<file path="src/rtl/star_delta_xform.sv">
// Handshaked star<->delta resistor transformer with one shared restoring divider.
// Define STARDELTA_DELTA2STAR_EN to honour mode (delta->star); otherwise every set is star->delta.
module star_delta_xform #(
  parameter int W = 8
) (
  input  logic         clk,
  input  logic         rst,
  input  logic         in_valid,
  output logic         in_ready,
  input  logic         mode,
  input  logic [W-1:0] r_in0,
  input  logic [W-1:0] r_in1,
  input  logic [W-1:0] r_in2,
  output logic         out_valid,
  input  logic         out_ready,
  output logic [W-1:0] r_out0,
  output logic [W-1:0] r_out1,
  output logic [W-1:0] r_out2,
  output logic         err,
  output logic         sat
);

  // Handshake: a transfer happens on a rising edge where valid and ready are both high;
  // in_ready is high only in IDLE, out_valid only in DONE, and DONE holds until out_ready.
  localparam logic [2:0] S_IDLE = 3'd0;
  localparam logic [2:0] S_LOAD = 3'd1;
  localparam logic [2:0] S_DIV  = 3'd2;
  localparam logic [2:0] S_FIN  = 3'd3;
  localparam logic [2:0] S_DONE = 3'd4;

  localparam int CW = $clog2(2 * W);
  localparam logic [CW-1:0] CNT_LAST = CW'(2 * W - 1);
  localparam logic [2*W:0]  RES_MAX  = (2 * W + 1)'((1 << W) - 1);

  logic [2:0]     state;
  logic [W-1:0]   a0, a1, a2;
  logic           mode_r;
  logic [2*W-1:0] prod0, prod1, prod2;
  logic [W+1:0]   dvs0, dvs1, dvs2;
  logic [2*W-1:0] q0, q1, q2;
  logic [2*W-1:0] dvd, quo;
  logic [W+1:0]   rem;
  logic [1:0]     idx;
  logic [CW-1:0]  cnt;

  logic [2*W-1:0] p0, p1, p2;
  logic [W+1:0]   v0, v1, v2;

`ifdef STARDELTA_DELTA2STAR_EN
  logic [W+1:0] s_sum;
  assign s_sum = (W+2)'(a0) + (W+2)'(a1) + (W+2)'(a2);
  logic unused_mode;
  assign unused_mode = 1'b0;
`else
  logic unused_mode;
  assign unused_mode = mode ^ mode_r;
`endif

  // Product/divisor mapping for the three divisions, selected by the captured mode.
  always_comb begin
    p0 = (2*W)'(a0) * (2*W)'(a1);  v0 = (W+2)'(a2);
    p1 = (2*W)'(a1) * (2*W)'(a2);  v1 = (W+2)'(a0);
    p2 = (2*W)'(a2) * (2*W)'(a0);  v2 = (W+2)'(a1);
`ifdef STARDELTA_DELTA2STAR_EN
    if (mode_r) begin
      p0 = (2*W)'(a0) * (2*W)'(a2);
      p1 = (2*W)'(a0) * (2*W)'(a1);
      p2 = (2*W)'(a1) * (2*W)'(a2);
      v0 = s_sum;
      v1 = s_sum;
      v2 = s_sum;
    end
`endif
  end

  // One restoring step; a zero divisor always subtracts, so its quotient is naturally all ones.
  logic [W+1:0] cur_dvs;
  logic [W+2:0] trial, diff;
  logic         qbit;
  always_comb begin
    case (idx)
      2'd0:    cur_dvs = dvs0;
      2'd1:    cur_dvs = dvs1;
      default: cur_dvs = dvs2;
    endcase
    trial = {rem, dvd[2*W-1]};
    diff  = trial - {1'b0, cur_dvs};
    qbit  = (trial >= {1'b0, cur_dvs});
  end

  function automatic logic [2*W:0] form_sum(input logic [W-1:0] x, input logic [W-1:0] y,
                                            input logic [2*W-1:0] q, input logic d2s);
    if (d2s) form_sum = (2*W+1)'(q);
    else     form_sum = (2*W+1)'(x) + (2*W+1)'(y) + (2*W+1)'(q);
  endfunction

  logic           d2s_act;
  logic [2*W:0]   sum0, sum1, sum2;
  logic           z0, z1, z2, ov0, ov1, ov2;
  always_comb begin
`ifdef STARDELTA_DELTA2STAR_EN
    d2s_act = mode_r;
`else
    d2s_act = 1'b0;
`endif
    sum0 = form_sum(a0, a1, q0, d2s_act);
    sum1 = form_sum(a1, a2, q1, d2s_act);
    sum2 = form_sum(a2, a0, q2, d2s_act);
    z0 = (dvs0 == '0);
    z1 = (dvs1 == '0);
    z2 = (dvs2 == '0);
    ov0 = sum0 > RES_MAX;
    ov1 = sum1 > RES_MAX;
    ov2 = sum2 > RES_MAX;
  end

  always_ff @(posedge clk) begin
    if (rst) begin
      state  <= S_IDLE;
      r_out0 <= '0;
      r_out1 <= '0;
      r_out2 <= '0;
      err    <= 1'b0;
      sat    <= 1'b0;
      idx    <= '0;
      cnt    <= '0;
    end else begin
      case (state)
        S_IDLE: if (in_valid) begin
          a0     <= r_in0;
          a1     <= r_in1;
          a2     <= r_in2;
          mode_r <= mode;
          err    <= 1'b0;
          sat    <= 1'b0;
          state  <= S_LOAD;
        end
        S_LOAD: begin
          prod0 <= p0;  prod1 <= p1;  prod2 <= p2;
          dvs0  <= v0;  dvs1  <= v1;  dvs2  <= v2;
          dvd   <= p0;
          rem   <= '0;
          idx   <= '0;
          cnt   <= '0;
          state <= S_DIV;
        end
        S_DIV: begin
          quo <= {quo[2*W-2:0], qbit};
          if (cnt == CNT_LAST) begin
            case (idx)
              2'd0:    q0 <= {quo[2*W-2:0], qbit};
              2'd1:    q1 <= {quo[2*W-2:0], qbit};
              default: q2 <= {quo[2*W-2:0], qbit};
            endcase
            rem <= '0;
            cnt <= '0;
            dvd <= (idx == 2'd0) ? prod1 : prod2;
            idx <= idx + 2'd1;
            if (idx == 2'd2) state <= S_FIN;
          end else begin
            rem <= qbit ? diff[W+1:0] : trial[W+1:0];
            dvd <= {dvd[2*W-2:0], 1'b0};
            cnt <= cnt + 1'b1;
          end
        end
        S_FIN: begin
          // Delta->star with S=0 yields zero outputs rather than a clamped all-ones quotient.
          if (d2s_act && z0) begin
            r_out0 <= '0;
            r_out1 <= '0;
            r_out2 <= '0;
          end else begin
            r_out0 <= ov0 ? RES_MAX[W-1:0] : sum0[W-1:0];
            r_out1 <= ov1 ? RES_MAX[W-1:0] : sum1[W-1:0];
            r_out2 <= ov2 ? RES_MAX[W-1:0] : sum2[W-1:0];
          end
          err   <= z0 | z1 | z2;
          sat   <= (ov0 & ~z0) | (ov1 & ~z1) | (ov2 & ~z2);
          state <= S_DONE;
        end
        S_DONE: if (out_ready) state <= S_IDLE;
        default: state <= S_IDLE;
      endcase
    end
  end

  assign in_ready  = (state == S_IDLE);
  assign out_valid = (state == S_DONE);

endmodule

</file>
<file path="config.mk">
export PLATFORM = sky130hd
export DESIGN_NAME = star_delta_xform
export DESIGN_NICKNAME = d
export VERILOG_FILES = /design/src/rtl/star_delta_xform.sv
export SDC_FILE = /design/constraint.sdc
export NUM_CORES = 1
export LEC_CHECK = 0
export CORE_UTILIZATION = 40
export CTS_CLUSTER_SIZE = 8
export DETAILED_ROUTE_END_ITERATION = 7
export PLACE_DENSITY = 0.55
export SLEW_MARGIN = 20
export SYNTH_ARGS = -nofsm -noshare
export SYNTH_HDL_FRONTEND = slang
export SYNTH_SLANG_ARGS = --single-unit
</file>
<file path="constraint.sdc">
create_clock -name clk -period 7.1 [get_ports clk]
set_clock_uncertainty 0.15 [all_clocks]
set_input_delay 0.71 -clock clk [delete_from_list [all_inputs] [get_ports clk]]
set_output_delay 0.71 -clock clk [all_outputs]
set_load 0.02 [all_outputs]
</file>
Word level (Yosys, flattened, before mapping)

Cells that the tools add are included.

Add/subtract/negate cells: 9
Multipliers: 3
Magnitude comparators: 4
Eq/ne operators: 11
Multiplexer cells: 22
Bitwise logic cells: 12
Reductions and logical operators: 18

Operators with widths:

| cell                                                                  | number |
|---|---|
| 9-bit by 16-bit adder with 17-bit output                              | 3 |
| 17-bit by 8-bit > comparator with 1-bit output, second input constant | 3 |
| 8-bit by 8-bit multiplier with 16-bit output                          | 3 |
| 16-bit two-way mux                                                    | 2 |
| 16-bit case mux with 2 select lines                                   | 1 |
| 10-bit logical NOT                                                    | 3 |
| 8-bit by 8-bit adder with 9-bit output                                | 3 |
| 8-bit two-way mux                                                     | 3 |
| 10-bit two-way mux                                                    | 2 |
| 10-bit case mux with 2 select lines                                   | 1 |
| 8-bit case mux with 2 select lines                                    | 1 |
| 4-bit AND reduction                                                   | 4 |
| 3-bit case mux with 5 select lines                                    | 1 |
| 3-bit two-way mux                                                     | 4 |
| 11-bit by 8-bit greater-or-equal comparator with 1-bit output         | 1 |
| 2-bit AND reduction                                                   | 5 |
| 10-bit subtractor                                                     | 1 |
| 4-bit case mux with 2 select lines                                    | 1 |
| 3-bit by 2-bit == test with 1-bit output, second input constant       | 2 |
| 2-bit inequality test, second input constant                          | 3 |
| 1-bit NOT                                                             | 5 |
| 4-bit by 1-bit adder with 4-bit output, second input constant         | 1 |
| 4-bit == test, second input constant                                  | 1 |
| 4-bit two-way mux                                                     | 1 |
| other kinds (17)                                                      | 24 |

Register bits: 204
Input port bits: 29
Output and inout bits: 28
Logic and storage cells: 101

Depth between registers and ports, before layout

Word-level depth: 7
Gate-level depth with buffers: 19

Worst setup path after synthesis

OpenSTA, ideal clock, no wires.

Path type: register -> register
Start: reg a1[7]
End: reg dvd[15], data pin
Setup time: 270 ps
Arrival: 4653 ps
Required time: 6680 ps
Setup slack: 2027 ps
Stages on the path, launching flop included: 17
Buffers on the path: 1
Period minus slack after synthesis: 5073 ps
Cell sequence: edfxtp_1 -> clkbuf_1 -> nand2_1 -> fa_1 -> fa_1 -> inv_1 -> fa_1 -> inv_1 -> fa_1 -> inv_1 -> ha_1 -> a21boi_1 -> o41a_1 -> a41o_1 -> o41a_1 -> xnor2_1 -> mux2i_1

Cells in the longest elaborated chain, start to end: 2

Ends and longest elaborated chain:

| item                                         | RTL line | text |
|---|---|---|
| start, declared                              | 36       | `logic [W-1:0] a0, a1, a2;` |
| start signal, assigned                       | 131      | `a1 <= r_in1;` |
| 8-bit by 8-bit multiplier with 16-bit output | 61       | `p0 = (2*W)'(a0) * (2*W)'(a1); v0 = (W+2)'(a2);` |
| 16-bit case mux with 2 select lines          | 128      | `case (state)` |
| end signal, assigned                         | 141      | `dvd <= p0;` |
| end signal, assigned                         | 157      | `dvd <= (idx == 2'd0) ? prod1 : prod2;` |
| end signal, assigned                         | 162      | `dvd <= {dvd[2*W-2:0], 1'b0};` |
| end, declared                                | 41       | `logic [2*W-1:0] dvd, quo;` |

Every way passes these cells.
A chain may end at the register's enable or synchronous reset.

Worst setup path in the final report

Start: reg a0[3]
End: reg dvd[15], data pin

Cells in the longest elaborated chain, start to end: 2

Ends and longest elaborated chain:

| item                                         | RTL line | text |
|---|---|---|
| start, declared                              | 36       |  |
| start signal, assigned                       | 130      | `a0 <= r_in0;` |
| 8-bit by 8-bit multiplier with 16-bit output | 61       |  |
| 16-bit case mux with 2 select lines          | 128      |  |

Every way passes these cells.

==> metrics <==
run status=finished clean; hold_buf cts=0; Power, Total=0.004189 W; post-route ant nets=0; top sig layer=met4; dpl hpwl=26.68 mm; Max VDD drop=0.0001607 V; Worst EP required=7.25 ns; Final Critical Period=5.567 ns; Initial Util=0.4058; H-tree levels=1; #FFs+latches synth=204; end-of-flow core utilization=0.4584; Seq/Total Area, Yosys=0.3574; Post-synth EDFFs=169; Worst EP arrival=5.72 ns; CP Class=reg2reg; drt total wl=36.88 mm; Avg Cell Area, Syn=10.48 µm²; hold path depth=2; Root Buffer=clkbuf_16; initial antenna violation count=0; setup TNS=0 ns; Final Wtd Congestion=0.8202; Setup WS post-layout=1.533 ns; commonest non-fill, non-tap cells in the layout=inv_1, edfxtp_1, ha_1, fa_1, nand2_1; Area Growth Syn to Fin=12.97%; DRT met1 WL=18.40 mm; final setup vio count=0; DRT Pass-1 Iters=5; Post-Place Setup Slack=1.532 ns; Core Area=39820 µm²; post-CTS sizing=0; die footprint=41200 µm²; TritonCTS clock tree=built; Die Span X=203.0 µm; Rows=73; share of layout cells above drive strength 1=0.05399; R2R Setup Slk=1.53 ns; power per cell area=229.5 nW/µm²; Mapped Nets=1875; Worst setup EP type=flop; achievable frequency=179.6 MHz; Ports=57; FF-to-FF End=dvd[15]; DRT iter0 DRCs=518; period utilization=0.7840; Vias/cell=5.074; Slew Limit Fails=0; Total GRT Usage=0.1856; endpoints failing hold=0; Clk Latency, worst-skew pair=0.56 ns; Gate Count Post-Synth=1542; CTS clk-pin slew, worst paths=0.06 ns; per-cell routed wire length=17.11 µm; ANT cells=0; Final Cell Area=18260 µm²; CP Launch Type=flop; commonest non-fill, non-tap cell in the layout=inv_1; DRC=0; synthesized area=16160 µm²; Lkg Pwr=7.776 nW; Async SR Flop Fraction=0; worst min path class=reg2reg; Tightest Pin Transition=1.109 ns; worst r2r src=a0[3]; synth warn=0; vias in the first global route=10920; max_cap viols=0; worst-path maximum fanout=19; Post-Place Cell Area=17380 µm²; IO Port Bufs=55; Vias=10930; nets@finish=1939; largest net degree at the start of global routing=57; top_reg_cell synth=edfxtp_1; Die Y-Extent=203.0 µm; worst hold endpoint=r_out0[6]; first-pass GRT wire length=59.75 mm; GR Overflow Total=0; Synth cell types=69; CTS sink count=204; Max clock buf depth=3; worst hold start=r_out0[6]; worst rel slew slack=0.2543; RSZ-0062 raised after global routing=false; Post-CTS Setup Inserts=0; cell depth of the worst flop-to-flop path=16; DR WL met3=1.137 mm; cts bufs inserted=30; metal2 WL=16.85 mm
cell families after synthesis:
group / after synthesis / share of synthesized area
AO/OA/AOI/OAI: 234 / 0.09934
multiplexers: 29 / 0.01835
flip-flops: 204 / 0.3574
AND/OR/NAND/NOR: 442 / 0.1325
adder cells (fa/ha/maj): 304 / 0.2986
buffers and inverters: 273 / 0.06349
XOR/XNOR: 56 / 0.03035
through the flow:
stage	instances	hold WS (ns)
final	2155	0.3373
after floorplan	1542	0.2901
after global routing	2155	0.3647
after CTS	2155	0.3406
after detailed placement	2099	0.3296
after global placement	2099	0.3348
layer usage:
metal  GRT usage  up-vias
met5           0        -
met4     0.03330        0
met2      0.2976      129
met1      0.2687     5433
met3     0.02616       32
li1            -     5340
cell type report:
type	count	area, µm²
Fill cell	3803	21570
Inverter	227	852.1
Multi-Input combinational cell	1065	9374
Sequential cell	204	5776
Timing Repair Buffer	78	723.2
Clock buffer	53	858.3
Tap cell	525	656.9
Clock inverter	3	15.01
state kept, by name, summed over array words and instances, names as in the netlist, 4 cells and up:
register and flops:
dvs0 8, r_out0 8, cnt 4, dvs2 8, prod1 16, q0 16, q1 16, a2 8
dvs1 8, r_out1 8, dvd 16, rem 10, a1 8, quo 15, prod2 16, r_out2 8
q2 16, a0 8
report_power, final:
part           internal (W)  switching (W)
Combinational      0.000597       0.000797
Sequential          0.00141      0.0000522
Clock              0.000805       0.000523
Total               0.00282        0.00137
critical path, cell delays in order, from the launching register on:
cell and delay [ns]:
edfxtp_1 0.96, ha_1 0.27, inv_1 0.06, fa_1 0.43, fa_1 0.55, inv_1 0.05, fa_1 0.47, inv_1 0.05
fa_1 0.52, inv_1 0.04, ha_1 0.33, a21boi_1 0.16, o41a_1 0.36, a41o_1 0.29, o41a_1 0.33, xnor2_1 0.19
mux2i_1 0.09
cells in the mapped netlist, drive strengths merged (3+ instances only):
cell type,instances,share of area
a41o,3,0.0019
a311oi,10,0.0054
a211oi,25,0.013
a31o,4,0.0022
o41ai,4,0.0026
edfxtp,169,0.31
mux2i,27,0.017
a21oi,77,0.024
a31oi,7,0.0031
ha,168,0.13
or3,3,0.0012
a21o,13,0.0061
o22ai,4,0.0015
nor2b,10,0.0039
o211ai,8,0.0046
o21bai,5,0.0023
nand2,135,0.031
o31ai,5,0.0026
dfxtp,35,0.043
xnor2,36,0.020
a22o,7,0.0038
fa,136,0.17
o21ai,33,0.010
nor3b,5,0.0023
a211o,3,0.0016
and2,90,0.035
o21a,10,0.0047
nor3,34,0.011
xor2,20,0.011
nand3,19,0.0062
nand3b,3,0.0014
clkbuf,45,0.010
nand2b,5,0.0019
nor2,112,0.027
o31a,4,0.0022
inv,227,0.053
or2,4,0.0015
nor4,12,0.0056
worst max path at each step:
stage / cells after the start / slack [ns] / from / to
final: 16 / 1.53 / a0[3] / dvd[15]
after detailed placement: 16 / 1.53 / a0[3] / dvd[15]
after CTS: 16 / 1.54 / a0[3] / dvd[15]
after global routing: 16 / 1.23 / a0[3] / dvd[15]
after floorplan: 16 / 2.03 / a1[7] / dvd[15]
after global placement: 16 / 1.57 / a0[3] / dvd[15]
(Power assumes the default switching activity.)
==> variant 1: new RTL, same flow settings <==
Change the parameter `W` from 8 to 7.
--- a/src/rtl/star_delta_xform.sv
+++ b/src/rtl/star_delta_xform.sv
@@ -2,5 +2,5 @@
 // Define STARDELTA_DELTA2STAR_EN to honour mode (delta->star); otherwise every set is star->delta.
 module star_delta_xform #(
-  parameter int W = 8
+  parameter int W = 7
 ) (
   input  logic         clk,
Ports: changed (6 resized); port bits go from 57 to 51. The function was not compared with the original's and may differ.
==> variant 1 against the original RTL <==
  * Synthesized cell count fell by 18%
  * Wire length fell by 18%
  * Non-clock buffer count fell by 7
  * Sequential share of layout area rose by 1.9 points
  * Die area fell by 16%
  * Area after synthesis fell by 16%
  * Worst setup slack improved by 0.46 ns
  * Sequential cell count fell by 24
  * Design area fell by 17%
  * Utilization rose by 0.30 points
  * Final cell count fell by 18%
  * Power fell by 24%
==> variant 1: results (changes against the original RTL) <==
The count of routing violations after the opening detailed-route iteration was 453 (-13%). The number of I/O port buffers was 49 (-11%); the fraction of the mapped netlist area in compound gates was 10.1% (+0.21 points). The run finished with clean final reports. The net count of the mapped netlist was 1,544 (-18%). The multiplexer share of the synthesized area was 1.65% (-0.19 points). For the number of buffers on the longest clock path, the log shows 2 (-1). The global-route met1 utilization is 26.3% (-0.59 points), and the adder-cell share of the synthesized area is 28.2% (-1.6 points).

The logs give 14,900 um (-19%) for the met1 wire length and 6.51 nW (-16%) for the leakage power total. The clock latency at the later pin of the worst-skew pair was 0.45 ns (-0.11 ns). The fraction of layout cells with a size suffix above 1 is 5.34% (-0.056 points), and the average cell area after synthesis is 10.6 sq um (+1.6%). The met2 track utilization from global routing is 29.6% (-0.18 points). The tools report the number of CTS-inserted buffers as 17 (-43%).

The first-pass GRT wire length was 48,900 um (-18%). After synthesis, the most frequently instantiated cells are sky130_fd_sc_hd__inv_1 (152), sky130_fd_sc_hd__ha_1 (150), sky130_fd_sc_hd__edfxtp_1 (148), sky130_fd_sc_hd__nand2_1 (103), sky130_fd_sc_hd__fa_1 (97). The number of enable-type register cells in the synthesized netlist is 148 (-12%). The tools report the largest voltage drop on the vdd net as 0.000171 V (+6.5%). The mean number of vias per cell is 5.15 (+1.4%).

Largest fanout on the critical path: 17 (-2). The number of iterations in the first detailed-routing pass is 4 (-1). After synthesis, the cell types taking the most area are sky130_fd_sc_hd__edfxtp_1 (33%), sky130_fd_sc_hd__fa_1 (14%), sky130_fd_sc_hd__ha_1 (14%).

The met3 global-route usage is 3.29% (+0.67 points). The headroom to the max-slew limit is 38.9% (+13 points). The worst setup slack after placement was 1.98 ns (+0.446 ns).

The tools report the placed cell count as 1,739 (-17%). The logs give 9,132 (-16%) for the via count of the first global-routing pass and 5.15 ns (-0.57 ns) for the critical path arrival. The number of nets at the end of the flow is 1,589 (-18%), and the number of H-tree branching levels is 4 (+3). The wire length after detailed routing came out at 30,400 um (-18%).
[variant 1: changes by cell type in the layout (fill, tap and decap cells not counted), sizes merged, moves of 27 or more]
cell / delta
inv: -69
nor2: -37
fa: -39
and2: -27
nand2: -32
clkbuf: -36
[variant 1: cell type report]
class | count | area (sq um)
Fill cell | 3122 | 17700
Multi-Input combinational cell | 894 | 7710
Sequential cell | 180 | 5080
Timing Repair Buffer | 71 | 656
Inverter | 152 | 571
Tap cell | 442 | 553
Clock buffer | 17 | 425
Clock inverter | 15 | 166
[variant 1: final timing paths]
| kind | start | endpoint | slack [ns] | cells after the start |
|---|---|---|---|---|
| worst min-delay path | quo[12] | q1[13] | 0.34 | 0 |
| worst max register to register | a2[3] | prod2[13] | 2.00 | 13 |
| worst max-delay path | a2[3] | prod2[13] | 2.00 | 13 |
| worst min register to register | quo[12] | q1[13] | 0.34 | 0 |
[variant 1: critical path, stage by stage, from the launching register on]
cell and delay (ns):
sky130_fd_sc_hd__edfxtp_1 0.86, sky130_fd_sc_hd__ha_1 0.27, sky130_fd_sc_hd__inv_1 0.06, sky130_fd_sc_hd__fa_1 0.55
sky130_fd_sc_hd__fa_1 0.44, sky130_fd_sc_hd__fa_1 0.55, sky130_fd_sc_hd__inv_1 0.06, sky130_fd_sc_hd__fa_1 0.47
sky130_fd_sc_hd__ha_1 0.35, sky130_fd_sc_hd__or3_1 0.36, sky130_fd_sc_hd__o211a_1 0.13, sky130_fd_sc_hd__a41oi_1 0.31
sky130_fd_sc_hd__a21oi_1 0.14, sky130_fd_sc_hd__xnor2_1 0.15
[variant 1: power breakdown]
part | internal [mW] | switching, mW | total, mW
Clock | 0.474 | 0.488 | 0.962
Combinational | 0.423 | 0.528 | 0.951
Sequential | 1.22 | 0.0339 | 1.26
==> variant 2: new RTL, same flow settings <==
Without the edit above. Put one more register stage on the output `err`, with the module's reset. The value now appears one clock later. The other outputs are not delayed to match.
--- a/src/rtl/star_delta_xform.sv
+++ b/src/rtl/star_delta_xform.sv
@@ -33,4 +33,6 @@
   localparam logic [2*W:0]  RES_MAX  = (2 * W + 1)'((1 << W) - 1);
 
+  logic err_s0;
+
   logic [2:0]     state;
   logic [W-1:0]   a0, a1, a2;
@@ -121,5 +123,5 @@
       r_out1 <= '0;
       r_out2 <= '0;
-      err    <= 1'b0;
+      err_s0 <= 1'b0;
       sat    <= 1'b0;
       idx    <= '0;
@@ -132,5 +134,5 @@
           a2     <= r_in2;
           mode_r <= mode;
-          err    <= 1'b0;
+          err_s0 <= 1'b0;
           sat    <= 1'b0;
           state  <= S_LOAD;
@@ -175,5 +177,5 @@
             r_out2 <= ov2 ? RES_MAX[W-1:0] : sum2[W-1:0];
           end
-          err   <= z0 | z1 | z2;
+          err_s0 <= z0 | z1 | z2;
           sat   <= (ov0 & ~z0) | (ov1 & ~z1) | (ov2 & ~z2);
           state <= S_DONE;
@@ -188,4 +190,12 @@
   assign out_valid = (state == S_DONE);
 
+  always_ff @(posedge clk) begin
+    if (rst) begin
+      err <= '0;
+    end else begin
+      err <= err_s0;
+    end
+  end
+
 endmodule
 
Formal check against the unedited RTL: same outputs for any inputs over 4 cycles, from zero or initial values and one cycle with rst high; that may be too few to reach the edited logic, so the function may still have changed.
==> variant 2 against the original RTL <==
  * Synthesized cell count decreased by 0.19%
  * Wire length is 0.72% higher
  * Worst setup slack worse by 0.071 ns
  * Area after synthesis is 0.26% higher
  * Design area shrank 0.12%
  * Sequential cell count up 1
  * Utilization down 0.053 points
  * Sequential share of layout area rose by 0.15 points
  * Fmax decreased by 1.3%
  * Power is essentially flat
==> variant 2: results (changes against the original RTL) <==
The run finished with clean final reports. The logs give 2.82 mW (+0.21%) for the internal power and 1220 um (+6.9%) for the detailed route wirelength on metal3. The tools report the via count of the first global-routing pass as 10,858 (-0.54%). The run gives 2,147 (-0.37%) as the post-route non-filler standard cell count. The start of the worst register-to-register path is a1[3]. The commonest cells after synthesis are sky130_fd_sc_hd__inv_1 (232), sky130_fd_sc_hd__edfxtp_1 (169), sky130_fd_sc_hd__ha_1 (168), sky130_fd_sc_hd__fa_1 (136), sky130_fd_sc_hd__nand2_1 (130). The logs give 29.4% (-0.38 points) for the met2 track utilization from global routing and 17,400 sq um (-0.17%) for the instance area at placement.

The area share of xor/xnor cells in the synthesized design was 3.19% (+0.15 points); the routed length on met2 was 17,000 um (+0.78%). The multiplexer share of the synthesized area was 1.56% (-0.28 points). The count of routing violations after the opening detailed-route iteration came out at 624 (+20%). The tools report the worst hold slack after final layout as 0.318 ns (-0.0191 ns). The delay of the slowest cell on the worst path was 1.03 ns (+0.07 ns); the largest voltage drop on the vdd net was 0.000173 V (+7.8%). The net count of the mapped netlist was 1,872 (-0.16%); the mean number of vias per cell was 5.10 (+0.48%). The logs give 1.46 ns (-0.07 ns) for the slack of the worst reg-to-reg path and 1.95% (-0.67 points) for the met3 global-route usage.

The headroom to the max-slew limit came out at 29.5% (+4.1 points). The tools report the total global-route track usage as 18.4% (-0.15 points). The run gives 0.814 (-0.73%) as the final RePlAce weighted congestion.

The cell depth of the worst hold path came out at 0 (-2). The logs give 59,800 um (+0.16%) for the first-pass GRT wire length and 1,539 (-0.19%) for the synthesized netlist cell count. The tools report the met1 wire length as 18,300 um (-0.45%).

The logs give 37,100 um (+0.72%) for the wire length after detailed routing and 35.8% (about the same) for the sequential fraction of the synthesis area. Ranked by total cell area, the synthesized netlist is headed by sky130_fd_sc_hd__edfxtp_1 (31%), sky130_fd_sc_hd__fa_1 (17%), sky130_fd_sc_hd__ha_1 (13%). The worst setup slack after placement is 1.42 ns (-0.108 ns), and the adder-cell share of the synthesized area is 29.8% (-0.078 points). The logs give 27.0% (+0.16 points) for the global-route met1 utilization and 71 (+2.9%) for the distinct cell type count after synthesis.

The logs give 26,200 um (-1.8%) for the post-detailed-placement half-perimeter wirelength and 7.80 nW (+0.30%) for the leakage power total. The critical path arrival was 5.77 ns (+0.05 ns). The tools report the sink of the worst hold path as q1[15]. The fraction of layout cells with a size suffix above 1 was 4.87% (-0.53 points).
variant 2: cell count changes in the layout (fill, tap and decap cells not counted), moves of 3 or more:
| cell | before | now |
|---|---|---|
| sky130_fd_sc_hd__nor3_1 | 34 | 18 |
| sky130_fd_sc_hd__a211oi_1 | 21 | 32 |
| sky130_fd_sc_hd__inv_1 | 226 | 232 |
| sky130_fd_sc_hd__nand2_1 | 135 | 130 |
| sky130_fd_sc_hd__nand3_1 | 18 | 23 |
| sky130_fd_sc_hd__nor2_1 | 109 | 104 |
| sky130_fd_sc_hd__a211oi_2 | 4 | 0 |
| sky130_fd_sc_hd__mux2i_1 | 27 | 23 |
| sky130_fd_sc_hd__a21boi_0 | 0 | 3 |
| sky130_fd_sc_hd__and2_1 | 90 | 87 |
| sky130_fd_sc_hd__nor4_1 | 11 | 8 |
| sky130_fd_sc_hd__o21ai_1 | 4 | 1 |
| sky130_fd_sc_hd__o21bai_1 | 5 | 8 |
variant 2: cell type report:
cell class / instances / area (sq um) / area share (%)
clock buffers: 54 / 872 / 4.78
flip-flops and latches: 205 / 5800 / 31.8
well taps: 525 / 657 / 3.60
clock inverters: 2 / 10.0 / 0.0549
repair buffers: 76 / 708 / 3.88
multi-input cells: 1053 / 9320 / 51.1
inverters: 232 / 871 / 4.78
variant 2: worst max path at each step:
| stage | from | to | slack [ns] | cells past startpoint |
|---|---|---|---|---|
| 2_1_floorplan | a1[7] | dvd[15] | 2.02 | 16 |
| 3_3_place_gp | a1[3] | dvd[15] | 1.51 | 16 |
| 3_5_place_dp | a1[3] | dvd[15] | 1.42 | 16 |
| 4_1_cts | a1[3] | dvd[15] | 1.42 | 16 |
| 5_1_grt | a1[4] | dvd[15] | 1.23 | 15 |
| 6_report | a1[3] | dvd[15] | 1.46 | 16 |
